--- src/rtl/score_sched_pkg.sv ---
// Shared types and constants for the score event scheduler: FSM states,
// requester indices, default point weights and pending-register limits.
package score_sched_pkg;

  typedef enum logic [1:0] {
    IDLE  = 2'd0,
    DRAIN = 2'd1,
    PAUSE = 2'd2
  } sched_state_e;

  localparam int NUM_REQ_C      = 4;
  localparam int PEND_W_DEF     = 8;
  localparam int PEND_MAX       = (1 << PEND_W_DEF) - 1;
  localparam int BONUS_STEP_DEF = 100;

  localparam int REQ_PELLET = 0;
  localparam int REQ_POWER  = 1;
  localparam int REQ_GHOST  = 2;
  localparam int REQ_FRUIT  = 3;

  localparam int W_PELLET = 1;
  localparam int W_POWER  = 5;
  localparam int W_GHOST  = 20;
  localparam int W_FRUIT  = 10;

endpackage

--- src/rtl/score_event_scheduler_rr_arbiter.sv ---
// 4-way round-robin selector: scans from ptr, skips requesters whose
// eligibility bit is low, returns a one-hot grant and the pointer after it.
module rr_arbiter (
  input  logic [3:0] req,
  input  logic [3:0] elig,
  input  logic [1:0] ptr,
  output logic [3:0] gnt,
  output logic [1:0] next_ptr
);

  logic [1:0] idx;
  logic       found;

  // NOTE: every variable written here gets a default first, so no path
  // through the loop can leave one unassigned and infer a latch.
  always_comb begin
    gnt      = '0;
    next_ptr = ptr;
    found    = 1'b0;
    idx      = ptr;
    for (int k = 0; k < 4; k++) begin
      idx = ptr + 2'(k);
      if (!found && req[idx] && elig[idx]) begin
        found    = 1'b1;
        gnt[idx] = 1'b1;
        next_ptr = idx + 2'd1;
      end
    end
  end

endmodule

--- src/rtl/score_event_scheduler.sv ---
// Accepts game-event point requests round-robin, accumulates their weights and
// drains them as one-point increase pulses. Optional bonus-life counter under
// the SCORE_BONUS_LIFE_EN macro.
module score_event_scheduler
  import score_sched_pkg::*;
#(
  parameter int NUM_REQ    = NUM_REQ_C,
  parameter int W0         = W_PELLET,
  parameter int W1         = W_POWER,
  parameter int W2         = W_GHOST,
  parameter int W3         = W_FRUIT,
  parameter int PEND_W     = PEND_W_DEF,
  parameter int BONUS_STEP = BONUS_STEP_DEF
) (
  input  logic               clk,
  input  logic               resetN,
  input  logic [NUM_REQ-1:0] req,
  input  logic               freeze,
  input  logic               saturated,
  output logic [NUM_REQ-1:0] ack,
  output logic               increase,
  output logic               busy,
  output logic               bonus_life
);

  localparam int pend_max_c = (1 << PEND_W) - 1;
  localparam logic [PEND_W:0]   pend_max_v = (PEND_W+1)'(pend_max_c);
  localparam logic [PEND_W-1:0] w0_v = PEND_W'(W0);
  localparam logic [PEND_W-1:0] w1_v = PEND_W'(W1);
  localparam logic [PEND_W-1:0] w2_v = PEND_W'(W2);
  localparam logic [PEND_W-1:0] w3_v = PEND_W'(W3);

  if (NUM_REQ != 4) begin : g_bad_num_req
    $error("score_event_scheduler supports exactly 4 requesters");
  end
  if (W0 > pend_max_c || W1 > pend_max_c || W2 > pend_max_c || W3 > pend_max_c) begin : g_bad_weight
    $error("score_event_scheduler: a weight exceeds the pending register range");
  end

  sched_state_e      state_q, state_d;
  logic [PEND_W-1:0] pending_q, pending_d;
  logic [1:0]        rr_q, rr_d;
  logic              increase_q, increase_d;
  logic              busy_q, busy_d;

  logic              run, has_pend, drain;
  logic [PEND_W-1:0] drain_base, gnt_w;
  logic [3:0]        req_g, elig, gnt;
  logic [1:0]        next_ptr;

  rr_arbiter u_arb (
    .req      (req_g),
    .elig     (elig),
    .ptr      (rr_q),
    .gnt      (gnt),
    .next_ptr (next_ptr)
  );

  always_comb begin
    run      = resetN && !freeze && !saturated;
    has_pend = (state_q != IDLE) && (pending_q != '0);
    // Fit is judged against pending after this cycle's own drain, if any.
    drain_base = (run && has_pend) ? pending_q - PEND_W'(1) : pending_q;
    req_g      = run ? req : '0;
    elig[0]    = ({1'b0, drain_base} + {1'b0, w0_v}) <= pend_max_v;
    elig[1]    = ({1'b0, drain_base} + {1'b0, w1_v}) <= pend_max_v;
    elig[2]    = ({1'b0, drain_base} + {1'b0, w2_v}) <= pend_max_v;
    elig[3]    = ({1'b0, drain_base} + {1'b0, w3_v}) <= pend_max_v;

    gnt_w = ({PEND_W{gnt[0]}} & w0_v) | ({PEND_W{gnt[1]}} & w1_v) |
            ({PEND_W{gnt[2]}} & w2_v) | ({PEND_W{gnt[3]}} & w3_v);

    // A grant from idle starts draining in the same cycle.
    drain      = run && (has_pend || (|gnt));
    increase_d = drain;
    pending_d  = (saturated && !freeze) ? '0 : pending_q + gnt_w - PEND_W'(drain);
    rr_d       = next_ptr;
    busy_d     = (pending_d != '0) || increase_d;

    state_d = IDLE;
    if (freeze)                 state_d = PAUSE;
    else if (pending_d != '0)   state_d = DRAIN;
  end

  // NOTE: state registers use non-blocking assignments so every flop samples
  // pre-edge values regardless of process ordering.
  always_ff @(posedge clk or negedge resetN) begin
    if (!resetN) begin
      state_q    <= IDLE;
      pending_q  <= '0;
      rr_q       <= '0;
      increase_q <= 1'b0;
      busy_q     <= 1'b0;
    end else begin
      state_q    <= state_d;
      pending_q  <= pending_d;
      rr_q       <= rr_d;
      increase_q <= increase_d;
      busy_q     <= busy_d;
    end
  end

  assign ack      = gnt;
  assign increase = increase_q;
  assign busy     = busy_q;

`ifdef SCORE_BONUS_LIFE_EN
  localparam int bonus_w = $clog2(BONUS_STEP);

  logic [bonus_w-1:0] bonus_cnt_q, bonus_cnt_d;
  logic               bonus_q, bonus_d;

  // Advances only on emitted points, so freeze and saturation hold it.
  always_comb begin
    bonus_cnt_d = bonus_cnt_q;
    bonus_d     = 1'b0;
    if (increase_d) begin
      if (bonus_cnt_q == bonus_w'(BONUS_STEP - 1)) begin
        bonus_cnt_d = '0;
        bonus_d     = 1'b1;
      end else begin
        bonus_cnt_d = bonus_cnt_q + bonus_w'(1);
      end
    end
  end

  always_ff @(posedge clk or negedge resetN) begin
    if (!resetN) begin
      bonus_cnt_q <= '0;
      bonus_q     <= 1'b0;
    end else begin
      bonus_cnt_q <= bonus_cnt_d;
      bonus_q     <= bonus_d;
    end
  end

  assign bonus_life = bonus_q;
`else
  assign bonus_life = 1'b0;
`endif

endmodule

--- config.mk ---
export PLATFORM = sky130hd
export DESIGN_NAME = score_event_scheduler
export DESIGN_NICKNAME = d
export VERILOG_FILES = /design/src/rtl/score_sched_pkg.sv /design/src/rtl/score_event_scheduler_rr_arbiter.sv /design/src/rtl/score_event_scheduler.sv
export SDC_FILE = /design/constraint.sdc
export NUM_CORES = 1
export LEC_CHECK = 0
export ABC_CLOCK_PERIOD_IN_PS = 19900
export CELL_PAD_IN_SITES_DETAIL_PLACEMENT = 2
export CELL_PAD_IN_SITES_GLOBAL_PLACEMENT = 2
export CORE_UTILIZATION = 39
export DETAILED_ROUTE_END_ITERATION = 12
export GPL_ROUTABILITY_DRIVEN = 0
export PLACE_DENSITY_LB_ADDON = 0.05
export RECOVER_POWER = 50
export SYNTH_ARGS = -nofsm -noshare
export SYNTH_HDL_FRONTEND = slang
export SYNTH_SLANG_ARGS = --single-unit
export TNS_END_PERCENT = 100
--- constraint.sdc ---
create_clock -name clk -period 19.9 [get_ports clk]
set_input_delay 1.99 -clock clk [delete_from_list [all_inputs] [get_ports clk]]
set_output_delay 1.99 -clock clk [all_outputs]
set_load 0.02 [all_outputs]
==> reports/results.ini <==
[global_route]
gr-total-overflow=0
grt_first_pass_wirelength_um=12000
antenna_found_initial=0
grt_pass1_vias=2253
globalRouteTotalUtil_pct=25.9
maximum_number_of_pins_on_one_net_before_global_route_repair=18

[synth]
synth-seq-area-share_pct=16.0
synthArstFlopShare_pct=100
yosys_warnings=0
synth-compound-area-share_pct=23.3
synthesis.area_per_instance_um2=8.18
synthXorXnorAreaFrac_pct=3.61
synth.area.mux_share_pct=5.39
synth_fp_nets=304
ys_seq_elements=14
synth_top_family_by_area=simple AND/OR/NAND/NOR gates
synth_top_flop_cell=sky130_fd_sc_hd__dfrtp_1
synth_enable_flop_cells=0
gate_count_post_synth=267
netlist-cell-type-count=71
combined_area_of_all_synthesized_cells_um2=2180
synth-simple-area-share_pct=26.5
synth_fa_ha_area_share_pct=17.9

[sta]
number_of_pins_exceeding_their_max_slew_limit_in_the_final_report=0
slew_headroom_pct=51.6
rsz0062_at_grt=no
min_period_over_period_pct=53.3
min_period_ns=10.62
fin_tns_setup_ns=0
tightestPinTransition_ns=0.724
fmax_mhz=94.2
finalHoldViolations=0
timing.clock.skew_ns=0.00369
setup_viol=0

[floorplanning]
chipWidth_um=76.8
design.die.area_um2=5900
floorplan.rows=26
ios=15
core-area_um2=5240
die_h_um=76.8
initial_core_utilization_pct=41.7

[cts]
cts.root.buffer_cell=sky130_fd_sc_hd__clkbuf_8
clkSlewWorstSetupHoldPaths_ns=0.06
post_cts.resized_instances=0
tritoncts_clock_tree=built
cts_inserted_buffers=3
cts.hold.buffers_added=0
cts_max_path_buffers=2
clock_insertion_delay_worst_skew_ns=0.25
post_cts_repair_timing_setup_buffer_count=0
number_of_clock_sinks_seen_by_cts=14
htreeDepth=1

[detailed_routing]
totalWireLength_um=7310
drc=0
detail_route.vias_per_cell=6.05
route.detailed.wl_per_inst_um=21.1
first_pass_drt_iterations=4
vias=2101
drt.antenna.violating_nets=0
drc_marker_count_from_the_first_detailed_route_iteration=46

[hold_path]
hold_class=register to register

[layout]
fraction_of_the_core_area_covered_by_cells_at_the_end_of_the_flow_pct=46.2
nNetsFinal=315
final_layout_size_suffix_gt1_share_pct=9.39
n_antenna_cell=0
layout_common_cells=sky130_fd_sc_hd__inv_1 (30), sky130_fd_sc_hd__ha_1 (28), sky130_fd_sc_hd__nor2_1 (23)
flow.area_growth_from_synthesis_pct=10.8
layout_commonest_cell=sky130_fd_sc_hd__inv_1

[setup_path]
end_kind=register
critical-path-top-delay-family=simple AND/OR/NAND/NOR gates
critPathRequiredTime_ns=20.01
timing.critical_path.buf_inv=2
launching_element_type_of_the_critical_path=input pin
critPathKind=input pin to register
worst_path_largest_cell_delay_ns=1.01
cp_common_cell=sky130_fd_sc_hd__ha_1
critPathArrivalTime_ns=10.73
critical-path-slowest-cell=sky130_fd_sc_hd__dlygate4sd3_1
largest_driver_fanout_on_the_critical_path=17

[power]
vdd_ir_drop_max_mv=0.121
leakage_power_nw=1.06
p_per_area_nw_per_um2=179

[run]
drv.max_cap_violation_count=0

[placed_design]
dp_hpwl_um=5700
port_buffers=13

[run_status]
outcome=complete, no violations

layer usage:
metal / wire length, µm / track usage [%]
met5: 0 / 0
met4: 21 / 4.62
met3: 102 / 0.357
met2: 3600 / 45.6
met1: 3580 / 35.3
flip-flops by register name, indices dropped and copies added, names as in the netlist:
signal / flops
pending_q: 8
rr_q: 2
state_q: 2
busy: 1
increase: 1
per-stage QoR:
| step | area (µm²) | instances | hold slack (ns) | setup slack, ns | power, W |
|---|---|---|---|---|---|
| 5_1_grt | 2420 | 347 | 0.967 | 8.67 | 0.000477 |
| 3_3_place_gp | 2360 | 343 | 0.855 | 9.51 | 0.000386 |
| 4_1_cts | 2420 | 347 | 0.891 | 9.31 | 0.000439 |
| 6_report | 2420 | 347 | 0.896 | 9.28 | 0.000434 |
| 3_5_place_dp | 2360 | 343 | 0.888 | 9.12 | 0.000400 |
| 2_1_floorplan | 2180 | 267 | 0.697 | 11.15 | 0.000308 |
path summary, 6_finish.rpt:
path	start	endpoint	slack, ns	cells after the start
setup / recovery	resetN	busy$_DFF_PN0_	9.28	27
min in group asynchronous	resetN	pending_q[3]$_DFF_PN0_	2.24	1
hold reg to reg	state_q[1]$_DFF_PN0_	busy$_DFF_PN0_	0.90	5
hold / removal	state_q[1]$_DFF_PN0_	busy$_DFF_PN0_	0.90	5
setup reg to reg	pending_q[0]$_DFF_PN0_	busy$_DFF_PN0_	11.64	28
max in group asynchronous	resetN	rr_q[0]$_DFFE_PN0P_	17.21	1
power breakdown:
part / total (W) / internal (W) / switching, W
Combinational: 0.000335 / 0.000133 / 0.000202
Sequential: 0.0000698 / 0.0000416 / 0.0000282
Clock: 0.0000286 / 0.0000176 / 0.0000110
final cells by class:
cell class,instances,area (µm²)
Clock buffer,4,55.1
Fill cell,624,2820
Inverter,31,116
Multi-Input combinational cell,215,1680
Sequential cell,14,350
Tap cell,70,87.6
Timing Repair Buffer,13,130
worst min-delay path, delay by kind of cell (launching register included):
kind | cells | cell delay [ns]
flops | 1 | 0.34
simple gates | 4 | 0.41
compound gates | 1 | 0.11
kinds of logic (layout without fill, tap and decap cells):
group | after synthesis | count (layout)
adders and majority gates | 31 | 31
buffers and inverters | 38 | 48
DFF | 14 | 14
other | 1 | 1
and+or+nand+nor | 99 | 99
xor gates and xnor gates | 9 | 9
muxes | 11 | 11
AOI/OAI and AO/OA | 64 | 64
Yosys cell counts, types with 4 or more instances:
master / number / area share [%]
sky130_fd_sc_hd__dfrtp_1: 14 / 16
sky130_fd_sc_hd__nand3_1: 9 / 2.1
sky130_fd_sc_hd__nor2_1: 23 / 4.0
sky130_fd_sc_hd__clkbuf_1: 5 / 0.86
sky130_fd_sc_hd__and2_1: 5 / 1.4
sky130_fd_sc_hd__nor2b_1: 5 / 1.4
sky130_fd_sc_hd__nand2_1: 16 / 2.8
sky130_fd_sc_hd__a211oi_1: 5 / 1.7
sky130_fd_sc_hd__a211oi_2: 4 / 2.3
sky130_fd_sc_hd__a21oi_1: 13 / 3.0
sky130_fd_sc_hd__nor3_1: 5 / 1.1
sky130_fd_sc_hd__mux2i_1: 7 / 3.2
sky130_fd_sc_hd__inv_1: 30 / 5.2
sky130_fd_sc_hd__ha_1: 28 / 16
sky130_fd_sc_hd__nor4_1: 7 / 2.0
sky130_fd_sc_hd__xnor2_1: 7 / 2.8
Power figures use the tool's default switching activity.
